==> config.mk <==
export PLATFORM = sky130hd
export DESIGN_NAME = usb_rx_pkt_decoder_flat
export DESIGN_NICKNAME = d
export VERILOG_FILES = /design/src/rtl/usb_pkt_pkg.sv /design/src/rtl/usb_rx_pkt_decoder_if.sv /design/src/rtl/usb_crc_serial.sv /design/src/rtl/usb_rx_pkt_decoder.sv /design/src/flat_wrapper.sv
export SDC_FILE = /design/constraint.sdc
export NUM_CORES = 1
export LEC_CHECK = 0
export ABC_AREA = 1
export CORE_MARGIN = 2
export CORE_UTILIZATION = 45
export DETAILED_ROUTE_END_ITERATION = 10
export PLACE_DENSITY = 0.64
export SLEW_MARGIN = 10
export SYNTH_ARGS = -nofsm -noshare
export SYNTH_HDL_FRONTEND = slang
export SYNTH_SLANG_ARGS = --single-unit
==> constraint.sdc <==
create_clock -name clk -period 8.7 [get_ports clk]
set_input_delay 1.305 -clock clk [delete_from_list [all_inputs] [get_ports clk]]
set_output_delay 1.305 -clock clk [all_outputs]
set_load 0.03 [all_outputs]
==> src/rtl/usb_pkt_pkg.sv <==
// Shared PID/error encodings, CRC constants and packet length helpers for the USB receive path.
package usb_pkt_pkg;

  typedef enum logic [3:0] {
    PID_OUT   = 4'h1,
    PID_ACK   = 4'h2,
    PID_DATA0 = 4'h3,
    PID_IN    = 4'h9,
    PID_NAK   = 4'hA,
    PID_DATA1 = 4'hB,
    PID_SETUP = 4'hD,
    PID_STALL = 4'hE
  } pid_t;

  typedef enum logic [2:0] {
    ERR_NONE,
    ERR_PID_BAD,
    ERR_PID_UNSUP,
    ERR_LEN,
    ERR_OVERFLOW,
    ERR_CRC
  } pkt_err_t;

  localparam logic [4:0]  CRC5_POLY     = 5'h05;
  localparam logic [4:0]  CRC5_RESIDUE  = 5'h0C;
  localparam logic [15:0] CRC16_POLY    = 16'h8005;
  localparam logic [15:0] CRC16_RESIDUE = 16'h800D;

  localparam int PID_BITS   = 8;
  localparam int HS_BITS    = 8;
  localparam int TOKEN_BITS = 24;
  localparam int DATA_MIN   = 24;

  function automatic int max_bits(input int max_bytes);
    return DATA_MIN + 8 * max_bytes;
  endfunction

  function automatic int body_sr_bits(input int max_bytes);
    return 8 * max_bytes + 16;
  endfunction

endpackage

==> src/rtl/usb_rx_pkt_decoder_if.sv <==
// Serial bit stream from the link layer in, one decoded result per packet out.
interface usb_rx_pkt_decoder_if
  import usb_pkt_pkg::*;
#(
  parameter int MAX_BYTES = 8
);
  localparam int LEN_W = $clog2(MAX_BYTES + 1);

  logic                   recving;
  logic                   pause;
  logic                   inb;
  logic                   pkt_valid;
  logic                   pkt_error;
  pkt_err_t               err_code;
  logic [3:0]             pid;
  logic [6:0]             addr;
  logic [3:0]             endp;
  logic [8*MAX_BYTES-1:0] data;
  logic [LEN_W-1:0]       data_len;

  modport master (
    output recving, pause, inb,
    input  pkt_valid, pkt_error, err_code, pid, addr, endp, data, data_len
  );

  modport slave (
    input  recving, pause, inb,
    output pkt_valid, pkt_error, err_code, pid, addr, endp, data, data_len
  );

endinterface

==> src/rtl/usb_crc_serial.sv <==
// Bit-serial CRC, LSB-first stream; preset loads all-ones, en clocks one bit.
// residue_ok is combinational off the register; no backpressure.
module usb_crc_serial #(
  parameter int           W       = 5,
  parameter logic [W-1:0] POLY    = '0,
  parameter logic [W-1:0] RESIDUE = '0
) (
  input  logic clk,
  input  logic rst,
  input  logic preset,
  input  logic en,
  input  logic inb,
  output logic residue_ok
);

  logic [W-1:0] crc;
  logic         fb;

  assign fb         = inb ^ crc[W-1];
  assign residue_ok = (crc == RESIDUE);

  always_ff @(posedge clk or posedge rst) begin
    if (rst) begin
      crc <= '0;
    end else if (preset) begin
      crc <= '1;
    end else if (en) begin
      crc <= {crc[W-2:0], 1'b0} ^ (fb ? POLY : '0);
    end
  end

endmodule

==> src/rtl/usb_rx_pkt_decoder.sv <==
// USB receive packet decoder: PID/token/data/handshake with inline CRC5/CRC16 checks.
// Result pulse 2 clk after recving falls; input is a pure stream, pause stalls without backpressure.
module usb_rx_pkt_decoder
  import usb_pkt_pkg::*;
#(
  parameter int MAX_BYTES = 8
) (
  input  logic                 clk,
  input  logic                 rst,
  usb_rx_pkt_decoder_if.slave  bus
);

  localparam int MAX_BITS = max_bits(MAX_BYTES);
  localparam int SR_W     = body_sr_bits(MAX_BYTES);
  localparam int DAT_W    = 8 * MAX_BYTES;
  localparam int CNT_W    = $clog2(MAX_BITS + 2);
  localparam int LEN_W    = $clog2(MAX_BYTES + 1);
  localparam logic [CNT_W-1:0] CNT_SAT = CNT_W'(MAX_BITS + 1);

  typedef enum logic [1:0] {S_IDLE, S_PID, S_BODY, S_CHECK} state_t;

  state_t            state, state_nxt;
  logic [CNT_W-1:0]  cnt;
  logic [7:0]        pid_sr;
  logic [SR_W-1:0]   body_sr;
  logic              accept;
  logic              pkt_start, pid_shift, body_shift, cnt_inc, crc_preset, check;
  logic              crc5_ok, crc16_ok;
  logic              is_tok, is_data, is_hs;
  pkt_err_t          err;
  logic [LEN_W-1:0]  nbytes;
  logic [DAT_W-1:0]  aligned, data_nxt;

  logic              pkt_valid_q, pkt_error_q;
  pkt_err_t          err_code_q;
  logic [3:0]        pid_q;
  logic [6:0]        addr_q;
  logic [3:0]        endp_q;
  logic [DAT_W-1:0]  data_q;
  logic [LEN_W-1:0]  data_len_q;

  assign accept = bus.recving && !bus.pause;

  always_ff @(posedge clk or posedge rst) begin
    if (rst) state <= S_IDLE;
    else     state <= state_nxt;
  end

  always_comb begin
    state_nxt  = state;
    pkt_start  = 1'b0;
    pid_shift  = 1'b0;
    body_shift = 1'b0;
    cnt_inc    = 1'b0;
    crc_preset = 1'b0;
    check      = 1'b0;
    case (state)
      S_IDLE: begin
        if (accept) begin
          pkt_start = 1'b1;
          pid_shift = 1'b1;
          state_nxt = S_PID;
        end
      end
      S_PID: begin
        if (!bus.recving) begin
          state_nxt = S_CHECK;
        end else if (accept) begin
          pid_shift = 1'b1;
          cnt_inc   = 1'b1;
          if (cnt == CNT_W'(PID_BITS - 1)) begin
            crc_preset = 1'b1;
            state_nxt  = S_BODY;
          end
        end
      end
      S_BODY: begin
        if (!bus.recving) begin
          state_nxt = S_CHECK;
        end else if (accept) begin
          cnt_inc    = 1'b1;
          body_shift = (cnt != CNT_SAT);
        end
      end
      S_CHECK: begin
        check = 1'b1;
        // A bit arriving in the check cycle already belongs to the next packet.
        if (accept) begin
          pkt_start = 1'b1;
          pid_shift = 1'b1;
          state_nxt = S_PID;
        end else begin
          state_nxt = S_IDLE;
        end
      end
      default: state_nxt = S_IDLE;
    endcase
  end

  always_ff @(posedge clk or posedge rst) begin
    if (rst) begin
      cnt     <= '0;
      pid_sr  <= '0;
      body_sr <= '0;
    end else begin
      if (pkt_start)                      cnt <= CNT_W'(1);
      else if (cnt_inc && cnt != CNT_SAT) cnt <= cnt + CNT_W'(1);
      if (pid_shift)  pid_sr  <= {bus.inb, pid_sr[7:1]};
      if (body_shift) body_sr <= {bus.inb, body_sr[SR_W-1:1]};
    end
  end

  usb_crc_serial #(.W(5), .POLY(CRC5_POLY), .RESIDUE(CRC5_RESIDUE)) u_crc5 (
    .clk(clk), .rst(rst), .preset(crc_preset), .en(body_shift),
    .inb(bus.inb), .residue_ok(crc5_ok)
  );

  usb_crc_serial #(.W(16), .POLY(CRC16_POLY), .RESIDUE(CRC16_RESIDUE)) u_crc16 (
    .clk(clk), .rst(rst), .preset(crc_preset), .en(body_shift),
    .inb(bus.inb), .residue_ok(crc16_ok)
  );

  always_comb begin
    is_tok  = 1'b0;
    is_data = 1'b0;
    is_hs   = 1'b0;
    case (pid_sr[3:0])
      PID_OUT, PID_IN, PID_SETUP:   is_tok  = 1'b1;
      PID_DATA0, PID_DATA1:         is_data = 1'b1;
      PID_ACK, PID_NAK, PID_STALL:  is_hs   = 1'b1;
      default: ;
    endcase

    err = ERR_NONE;
    if (cnt < CNT_W'(PID_BITS) || pid_sr[7:4] != ~pid_sr[3:0])
      err = ERR_PID_BAD;
    else if (!(is_tok || is_data || is_hs))
      err = ERR_PID_UNSUP;
    else if ((is_hs && cnt != CNT_W'(HS_BITS)) || (is_tok && cnt != CNT_W'(TOKEN_BITS)))
      err = ERR_LEN;
    else if (is_data && (cnt < CNT_W'(DATA_MIN) ||
                         (cnt[2:0] != 3'd0 && cnt <= CNT_W'(MAX_BITS))))
      err = ERR_LEN;
    else if (is_data && cnt > CNT_W'(MAX_BITS))
      err = ERR_OVERFLOW;
    else if ((is_tok && !crc5_ok) || (is_data && !crc16_ok))
      err = ERR_CRC;

    // Body bits sit at the top of the SIPO; shift the first data bit down to bit 0.
    nbytes  = LEN_W'((cnt - CNT_W'(DATA_MIN)) >> 3);
    aligned = DAT_W'(body_sr >> (CNT_W'(SR_W) - (cnt - CNT_W'(PID_BITS))));
    data_nxt = '0;
    for (int i = 0; i < MAX_BYTES; i++) begin
      if (i < int'(nbytes)) data_nxt[8*i +: 8] = aligned[8*i +: 8];
    end
  end

  always_ff @(posedge clk or posedge rst) begin
    if (rst) begin
      pkt_valid_q <= 1'b0;
      pkt_error_q <= 1'b0;
      err_code_q  <= ERR_NONE;
      pid_q       <= '0;
      addr_q      <= '0;
      endp_q      <= '0;
      data_q      <= '0;
      data_len_q  <= '0;
    end else begin
      pkt_valid_q <= check && (err == ERR_NONE);
      pkt_error_q <= check && (err != ERR_NONE);
      if (check) begin
        err_code_q <= err;
        if (err == ERR_NONE) begin
          pid_q      <= pid_sr[3:0];
          addr_q     <= is_tok ? body_sr[SR_W-16 +: 7] : 7'd0;
          endp_q     <= is_tok ? body_sr[SR_W-9 +: 4] : 4'd0;
          data_q     <= is_data ? data_nxt : '0;
          data_len_q <= is_data ? nbytes : '0;
        end else if (err == ERR_PID_UNSUP) begin
          pid_q <= pid_sr[3:0];
        end
      end
    end
  end

  assign bus.pkt_valid = pkt_valid_q;
  assign bus.pkt_error = pkt_error_q;
  assign bus.err_code  = err_code_q;
  assign bus.pid       = pid_q;
  assign bus.addr      = addr_q;
  assign bus.endp      = endp_q;
  assign bus.data      = data_q;
  assign bus.data_len  = data_len_q;

endmodule
==> src/flat_wrapper.sv <==
// flat-port wrapper written by rule: the top's interface ports become plain ports
module usb_rx_pkt_decoder_flat import usb_pkt_pkg::*;
#(
  parameter int MAX_BYTES = 8
)
  (clk, rst, bus_recving, bus_pause, bus_inb, bus_pkt_valid, bus_pkt_error, bus_err_code, bus_pid, bus_addr, bus_endp, bus_data, bus_data_len);
  usb_rx_pkt_decoder_if #(.MAX_BYTES(MAX_BYTES)) bus_i ();
  input  logic clk;
  input  logic rst;
  input wire logic [$bits(bus_i.recving)-1:0] bus_recving;
  input wire logic [$bits(bus_i.pause)-1:0] bus_pause;
  input wire logic [$bits(bus_i.inb)-1:0] bus_inb;
  output wire logic [$bits(bus_i.pkt_valid)-1:0] bus_pkt_valid;
  output wire logic [$bits(bus_i.pkt_error)-1:0] bus_pkt_error;
  output wire logic [$bits(bus_i.err_code)-1:0] bus_err_code;
  output wire logic [$bits(bus_i.pid)-1:0] bus_pid;
  output wire logic [$bits(bus_i.addr)-1:0] bus_addr;
  output wire logic [$bits(bus_i.endp)-1:0] bus_endp;
  output wire logic [$bits(bus_i.data)-1:0] bus_data;
  output wire logic [$bits(bus_i.data_len)-1:0] bus_data_len;
  assign bus_i.recving = bus_recving;
  assign bus_i.pause = bus_pause;
  assign bus_i.inb = bus_inb;
  assign bus_pkt_valid = bus_i.pkt_valid;
  assign bus_pkt_error = bus_i.pkt_error;
  assign bus_err_code = bus_i.err_code;
  assign bus_pid = bus_i.pid;
  assign bus_addr = bus_i.addr;
  assign bus_endp = bus_i.endp;
  assign bus_data = bus_i.data;
  assign bus_data_len = bus_i.data_len;
  usb_rx_pkt_decoder #(.MAX_BYTES(MAX_BYTES)) u_core (.clk(clk), .rst(rst), .bus(bus_i));
endmodule
==> metrics.md, run 1 <==
| Metric | Value |
|---|---|
| Run status | `completed` |
| Gp weighted congestion | `0.9981` |
| CP max FO | `85` |
| Kind of critical path | `flip-flop to flip-flop` |
| Number of cells upsized or downsized after cts | `0` |
| First-pass iteration count of the detailed router | `6` |
| Async set or reset register ratio after synthesis | `100.0%` |
| Routed len/inst | `18.92 um` |
| Reg-to-reg endpoint | `u_core.bus.data[28]` |
| Final layout net count | `2115` |
| RSZ-0062 raised after global routing | `no` |
| PortBufs | `92` |
| Die Ht | `178.9 um` |
| Root Buffer Master | `sky130_fd_sc_hd__clkbuf_16` |
| Largest vdd supply drop | `206.0 uV` |
| Launch point of the worst path | `u_core.cnt[0]` |
| DRC violation count after routing | `0` |
| Vias in the first global route | `13350` |
| Wire length the detailed router placed on met1 | `21170 um` |
| Post-Synthesis Net Count | `2116` |
| #FFs+latches synth | `206` |
| Startpoint of the lowest-slack register-to-register path | `u_core.cnt[0]` |
| Number of setup violations in the final report | `0` |
| Remaining Overflow, GRT | `0` |
| Worst EP required | `9190 ps` |
| Fin. max-slew vios | `0` |
| Fin cells | `2508` |
| Post-DP HPWL | `33440 um` |
| Final total negative setup slack | `0 ps` |
| Number of cells in the design after placement | `2465` |
| Last element of the critical path | `u_core.bus.data[28]` |
| Num CTS Buffers | `25` |
| Share of the yosys chip area belonging to registers | `37.43%` |
| Placement Rows | `64` |
| Antenna violations before repair | `1` |
| Cells after synthesis | `2097` |
| Startpoint Class | `flip-flop` |
| Filler Cell Count | `3092` |
| Clock input transition at the sequential cells of the worst setup and hold paths | `60 ps` |
| Antenna diode count | `0` |
| Count of maximum capacitance violations | `0` |
| Number of distinct standard cells referenced by the synthesized netlist | `41` |
| CTS H-tree lvls | `1` |
| Mean instance size in the synthesized netlist | `6.567 sq um` |
| Worst slew pin tran | `1066 ps` |
| Die X | `178.9 um` |
| Detail Route Antenna Nets | `0` |
| Setup slack of the most critical reg-to-reg path | `3700 ps` |
| Initial core utilization | `45.37%` |
| Worst relative slew slack | `28.60%` |
| Arrival @ worst endpoint | `5500 ps` |
| Syn Std Cell Area | `13770 sq um` |
| Worst Setup Slack, final | `3696 ps` |
| Layout cell share with drive strength beyond 1 | `4.688%` |
| Wire length of the first global-routing pass | `75130 um` |
| Critical Path Sink Type | `flip-flop` |
| Insertion delay of the later-clocked pin in the worst-skew pair | `560 ps` |
| Maximum buffer depth of the clock tree | `3` |
| Maximum operating frequency | `0.1998 GHz` |
| Period utilisation layout | `57.52%` |
| Register area | `5156 sq um` |
| Worst-case setup slack after placement | `3867 ps` |
| Area used by multi-input combinational logic | `7754 sq um` |
| Total wire length | `47460 um` |
| Worst hold path class | `flip-flop to flip-flop` |
| Leak | `0.007430 uW` |
| Maximum number of pins on one net before global-route repair | `128` |
| Detailed-routed wire length on met2 | `21560 um` |
| Met3 wire length | `3296 um` |
| Count of flip-flops with a built-in enable after synthesis | `0` |
| # IOs | `93` |
| Clk sinks | `206` |
| Cell area power density | `321.8 nW/um^2` |
| Full die area | `32020 sq um` |
| R2R cell count | `16` |
| Predominant post-synthesis flop cell | `sky130_fd_sc_hd__dfrtp_1` |
| DR iter-0 viols | `1541` |
| Core box area | `30350 sq um` |
| Highest metal layer used by the detailed router | `met5` |
| Time the worst path needs with I/O delays and setup | `5004 ps` |
| Count of endpoints failing hold in the final timing report | `0` |
| Overall Global Routing Usage | `29.97%` |
| Cts hold-fix bufs | `0` |
| Vias after detailed routing | `14560` |
| Vias per cell | `5.805` |
| Clock tree from TritonCTS | `yes` |
| Clock skew | `22.37 ps` |
| Area growth, synth to finish | `13.19%` |
| Count of synthesis-stage warnings from yosys | `0` |
| Setup Fix Bufs, Post-CTS | `0` |
worst min-delay path by stage:
stage / from / to / slack [ps] / cells after the start
after floorplan: u_core.body_sr[0] / u_core.body_sr[0] / 450 / 2
after global placement: u_core.bus.data[16] / u_core.bus.data[16] / 460 / 2
after detailed placement: u_core.bus.data[63] / u_core.bus.data[63] / 470 / 2
after CTS: u_core.bus.data[63] / u_core.bus.data[63] / 480 / 2
after global routing: u_core.bus.data[63] / u_core.bus.data[63] / 500 / 2
final: u_core.bus.data[62] / u_core.bus.data[62] / 480 / 2
where the power goes:
part           switching [uW]  leakage, uW  internal, uW  total [uW]
clock network             447     0.000430           691        1140
registers                79.2      0.00282          1050        1120
logic                    2000      0.00418           757        2750
cell families (layout without fill, tap and decap cells):
| logic type | Yosys count | after routing | share of synthesized area, % |
|---|---|---|---|
| compound gates | 153 | 153 | 5.915 |
| fa+ha+maj | 14 | 14 | 1.272 |
| simple gates | 1515 | 1515 | 48.46 |
| mux | 1 | 1 | 0.08177 |
| flops | 206 | 206 | 37.43 |
| xor+xnor | 7 | 7 | 0.4452 |
| buf+inv | 201 | 216 | 6.387 |
state kept, by name, summed over array words and instances (netlist names), 4 cells and up:
signal and flops:
u_core.body_sr 80, u_core.bus.data 64, u_core.u_crc16.crc 16, u_core.pid_sr 8, u_core.bus.addr 7, u_core.cnt 7, u_core.u_crc5.crc 5, u_core.bus.data_len 4
u_core.bus.endp 4, u_core.bus.pid 4
final cells by class:
type | count | area share [%]
clock buffers | 28 | 4.150
multi-input cells | 1690 | 49.74
clock inverters | 15 | 1.549
repair buffers | 108 | 6.678
well taps | 396 | 3.179
inverters | 65 | 1.621
flip-flops and latches | 206 | 33.08
Yosys cell counts (4+ instances only):
library cell	number	area (sq um)
sky130_fd_sc_hd__and2_1	4	25.02
sky130_fd_sc_hd__xor2_1	6	52.55
sky130_fd_sc_hd__buf_4	6	45.04
sky130_fd_sc_hd__a21boi_0	7	52.55
sky130_fd_sc_hd__nand4_1	9	56.30
sky130_fd_sc_hd__nand3_1	660	3303
sky130_fd_sc_hd__a21oi_1	38	190.2
sky130_fd_sc_hd__nor3_1	4	20.02
sky130_fd_sc_hd__inv_1	50	187.7
sky130_fd_sc_hd__buf_1	14	52.55
sky130_fd_sc_hd__clkbuf_1	59	221.5
sky130_fd_sc_hd__nor2_1	61	229.0
sky130_fd_sc_hd__buf_2	52	260.3
sky130_fd_sc_hd__nand2_1	757	2841
sky130_fd_sc_hd__inv_2	14	52.55
sky130_fd_sc_hd__ha_1	14	175.2
sky130_fd_sc_hd__nor3_2	4	40.04
sky130_fd_sc_hd__dfrtp_1	206	5155
sky130_fd_sc_hd__o21ai_1	39	195.2
sky130_fd_sc_hd__o21ai_0	57	285.3
sky130_fd_sc_hd__buf_6	5	56.30
critical path, cell delays in order, from the launching register on:
cell and delay, ps:
sky130_fd_sc_hd__dfrtp_2 380, sky130_fd_sc_hd__buf_4 370, sky130_fd_sc_hd__inv_2 110, sky130_fd_sc_hd__buf_4 640
sky130_fd_sc_hd__ha_2 340, sky130_fd_sc_hd__ha_2 270, sky130_fd_sc_hd__buf_4 360, sky130_fd_sc_hd__inv_2 590
sky130_fd_sc_hd__buf_4 540, sky130_fd_sc_hd__nand3_1 210, sky130_fd_sc_hd__nor2_1 310, sky130_fd_sc_hd__nand2_1 140
sky130_fd_sc_hd__nand3_1 120, sky130_fd_sc_hd__nand2_1 50, sky130_fd_sc_hd__nor2_1 200, sky130_fd_sc_hd__nand2_1 90
sky130_fd_sc_hd__nand2_1 80
layout by cell type, fill, tap and decap left out, types with 2 or more instances in the layout:
cell type,count
sky130_fd_sc_hd__o21ai_0,57
sky130_fd_sc_hd__nand2_1,754
sky130_fd_sc_hd__nor3_1,4
sky130_fd_sc_hd__ha_2,2
sky130_fd_sc_hd__nor2_1,61
sky130_fd_sc_hd__inv_6,2
sky130_fd_sc_hd__nor3_2,4
sky130_fd_sc_hd__ha_1,12
sky130_fd_sc_hd__clkinv_2,3
sky130_fd_sc_hd__inv_8,2
sky130_fd_sc_hd__a31oi_1,3
sky130_fd_sc_hd__xor2_1,6
sky130_fd_sc_hd__nor2_2,3
sky130_fd_sc_hd__a21boi_0,7
sky130_fd_sc_hd__clkbuf_1,2
sky130_fd_sc_hd__dfrtp_1,205
sky130_fd_sc_hd__and2_1,4
sky130_fd_sc_hd__nor2_4,3
sky130_fd_sc_hd__o21ai_1,39
sky130_fd_sc_hd__clkinvlp_4,2
sky130_fd_sc_hd__clkbuf_16,25
sky130_fd_sc_hd__inv_2,14
sky130_fd_sc_hd__bufinv_16,5
sky130_fd_sc_hd__clkinv_4,2
sky130_fd_sc_hd__clkdlybuf4s50_1,92
sky130_fd_sc_hd__o2111ai_1,2
sky130_fd_sc_hd__a21oi_1,38
sky130_fd_sc_hd__nand2_2,6
sky130_fd_sc_hd__nand3_1,659
sky130_fd_sc_hd__nand4_1,9
sky130_fd_sc_hd__o211ai_1,3
sky130_fd_sc_hd__buf_4,16
sky130_fd_sc_hd__inv_1,48
sky130_fd_sc_hd__nand3_2,2
per-stage QoR:
step / total power [uW] / instance area [sq um] / util, % / hold slack [ps]
6_report: 5017 / 15590 / 51.36 / 478.0
2_1_floorplan: 3122 / 13770 / - / 449.3
5_1_grt: 5364 / 15590 / 51.36 / 498.0
3_5_place_dp: 3819 / 14700 / 48.43 / 468.5
3_3_place_gp: 3811 / 14700 / 48.43 / 464.4
4_1_cts: 4982 / 15590 / 51.36 / 482.6
metal layers:
| metal | vias to the layer above | track usage [%] |
|---|---|---|
| met5 | - | 0 |
| met4 | 2 | 9.045 |
| met3 | 93 | 4.114 |
| met2 | 559 | 48.43 |
| met1 | 6868 | 41.72 |
| li1 | 7036 | - |
(Power assumes the default switching activity.)
==> run 2: changes to the inputs <==
--- a/config.mk
+++ b/config.mk
@@ -9,7 +9,7 @@
 export CORE_MARGIN = 2
 export CORE_UTILIZATION = 45
 export DETAILED_ROUTE_END_ITERATION = 10
-export PLACE_DENSITY = 0.64
+export PLACE_DENSITY = 0.66
 export SLEW_MARGIN = 10
 export SYNTH_ARGS = -nofsm -noshare
 export SYNTH_HDL_FRONTEND = slang
==> constraint.sdc (replaced) <==
create_clock -name clk -period 4 [get_ports clk]
set_input_delay 0.6 -clock clk [delete_from_list [all_inputs] [get_ports clk]]
set_output_delay 0.6 -clock clk [all_outputs]
set_load 0.03 [all_outputs]
==> run 2 against run 1 <==
Largest power group unchanged; critical path depth is 3 lower; design area rose by 0.10%; sequential power up 120%; non-clock buffer count rose by 11; final cell count is 0.48% higher; largest cell class unchanged; core utilization up 0.054 points; register-to-register slack worse by 2700 ps.
==> metrics.md, run 2 (synthesis gave the netlist of run 1 again) <==
| Metric | Value |
|---|---|
| Run status | `completed` |
| Post-DP HPWL | `33570 um` |
| Vias in the first global route | `13350` |
| Sequential cell fraction of total power | `23.0%` |
| Time the worst path needs with I/O delays and setup | `2997 ps` |
| Critical Path Sink Type | `flip-flop` |
| # IOs | `93` |
| Final layout net count | `2125` |
| Worst EP required | `4470 ps` |
| Core box area | `30350 sq um` |
| Worst relative slew slack | `27.46%` |
| Leak | `0.007442 uW` |
| Gp weighted congestion | `0.9869` |
| Worst hold path class | `primary input to asynchronous set/reset pin` |
| CTS H-tree lvls | `1` |
| Cts hold-fix bufs | `0` |
| Overall Global Routing Usage | `29.46%` |
| Antenna diode count | `0` |
| Most flops, register | `u_core.body_sr` |
| Detail Route Antenna Nets | `0` |
| Vias after detailed routing | `14390` |
| Number of cells in the design after placement | `2476` |
| Clock tree from TritonCTS | `yes` |
| DR iter-0 viols | `1467` |
| Maximum number of pins on one net before global-route repair | `81` |
| Number of cells upsized or downsized after cts | `0` |
| Kind of critical path | `flip-flop to flip-flop` |
| Largest vdd supply drop | `416.7 uV` |
| Area growth, synth to finish | `13.31%` |
| Number of setup violations in the final report | `0` |
| RSZ-0062 raised after global routing | `no` |
| Flip-flop count of the largest register, all copies and words added | `80` |
| Die Ht | `178.9 um` |
| R2R cell count | `13` |
| Full die area | `32020 sq um` |
| Startpoint of the lowest-slack register-to-register path | `u_core.cnt[1]` |
| Maximum operating frequency | `0.3337 GHz` |
| Insertion delay of the later-clocked pin in the worst-skew pair | `540 ps` |
| Power spent charging and discharging nets | `5496 uW` |
| Maximum buffer depth of the clock tree | `3` |
| Clk sinks | `206` |
| Wire length of the first global-routing pass | `74420 um` |
| Placement Rows | `64` |
| Antenna violations before repair | `0` |
| Vias per cell | `5.710` |
| Setup Fix Bufs, Post-CTS | `0` |
| Routed len/inst | `18.16 um` |
| Clock input transition at the sequential cells of the worst setup and hold paths | `60 ps` |
| Filler Cell Count | `3139` |
| Num CTS Buffers | `24` |
| Clock skew | `12.78 ps` |
| Cell-internal power | `5159 uW` |
| Total wire length | `45750 um` |
| DRC violation count after routing | `0` |
| Worst slew pin tran | `1083 ps` |
| Root Buffer Master | `sky130_fd_sc_hd__clkbuf_16` |
| PortBufs | `92` |
| Initial core utilization | `45.37%` |
| Final total negative setup slack | `0 ps` |
| Launch point of the worst path | `u_core.cnt[1]` |
| Layout cell share with drive strength beyond 1 | `5.179%` |
| Worst-case setup slack after placement | `1076 ps` |
| Startpoint Class | `flip-flop` |
| Most frequent cells in the layout | `754 x sky130_fd_sc_hd__nand2_1, 659 x sky130_fd_sc_hd__nand3_1, 205 x sky130_fd_sc_hd__dfrtp_1` |
| Cell area power density | `682.9 nW/um^2` |
| Worst Setup Slack, final | `1003 ps` |
| Count of maximum capacitance violations | `0` |
| Period utilisation layout | `74.92%` |
| Combinational cell fraction of total power | `57.3%` |
| Commonest non-fill, non-tap cell in the layout | `sky130_fd_sc_hd__nand2_1` |
| Fin. max-slew vios | `0` |
| First-pass iteration count of the detailed router | `5` |
| Fin cells | `2520` |
| Arrival @ worst endpoint | `3470 ps` |
| Sw Share | `51.58%` |
| Portion of total power attributed to the clock network | `19.7%` |
| Remaining Overflow, GRT | `0` |
| Count of endpoints failing hold in the final timing report | `0` |
| Die X | `178.9 um` |
| CP max FO | `32` |
## run 2: cell count changes in the layout (fill, tap and decap cells not counted), moves of 3 or more
cell | before | now
sky130_fd_sc_hd__buf_12 | 0 | 5
sky130_fd_sc_hd__clkinv_2 | 3 | 6
sky130_fd_sc_hd__bufinv_16 | 5 | 0
sky130_fd_sc_hd__buf_4 | 16 | 22
## run 2: power groups by stage
stage	clock network, uW	registers (uW)	logic (uW)
6_report	2100	2450	6110
5_1_grt	2230	2480	6760
4_1_cts	2140	2450	6010
3_5_place_dp	0	2480	5980
3_3_place_gp	0	2470	5970
2_1_floorplan	0	2450	4340
## run 2: layer usage
metal  track usage [%]  share of wire, %  vias to the layer above  routed length (um)
met5                 0                 0                        -                   0
met2             46.39                45                      487               20570
met4             10.33               3.5                        0                1603
met1             41.62                45                     6762               20640
li1                  -                 -                     7049                   -
met3             3.817               6.4                       92                2937
## run 2: final cells by class
class,instances,area [sq um],area share [%]
Sequential cell,206,5156,33.04
Clock inverter,14,103.9,0.6655
Tap cell,396,495.5,3.175
Inverter,65,247.7,1.588
Timing Repair Buffer,119,1186,7.602
Multi-Input combinational cell,1690,7761,49.74
Clock buffer,30,653.1,4.186
## run 2: worst paths after layout
check,slack (ps),endpoint
worst min-delay path,450,u_core.bus.addr[3]
worst max register to register,1000,u_core.bus.data[9]
max in group asynchronous,2770,u_core.body_sr[29]
min in group clk,480,u_core.bus.data[18]
worst min register to register,480,u_core.bus.data[18]
worst max-delay path,1000,u_core.bus.data[9]
## run 2: worst max-delay path, cell delays in order, from the launching register on
cell and delay [ps]:
sky130_fd_sc_hd__dfrtp_1 420, sky130_fd_sc_hd__inv_1 130, sky130_fd_sc_hd__ha_2 210, sky130_fd_sc_hd__ha_2 280, sky130_fd_sc_hd__inv_2 420, sky130_fd_sc_hd__buf_4 400, sky130_fd_sc_hd__nand3_1 160, sky130_fd_sc_hd__nand3_1 150
sky130_fd_sc_hd__nand3_1 100, sky130_fd_sc_hd__nand2_1 220, sky130_fd_sc_hd__nand2_1 100, sky130_fd_sc_hd__nand3_1 140, sky130_fd_sc_hd__nand3_1 90, sky130_fd_sc_hd__nand2_1 100
## run 2: stage by stage
step                instance area, sq um  total power (uW)  hold WS (ps)  utilization (%)
floorplan                          13770              6792         449.3                -
CTS                                15600             10600         449.1            51.41
global placement                   14850              8440         464.4            48.92
detailed placement                 14850              8461         465.4            48.92
global route                       15600             11470         482.3            51.41
finish                             15600             10660         447.5            51.41
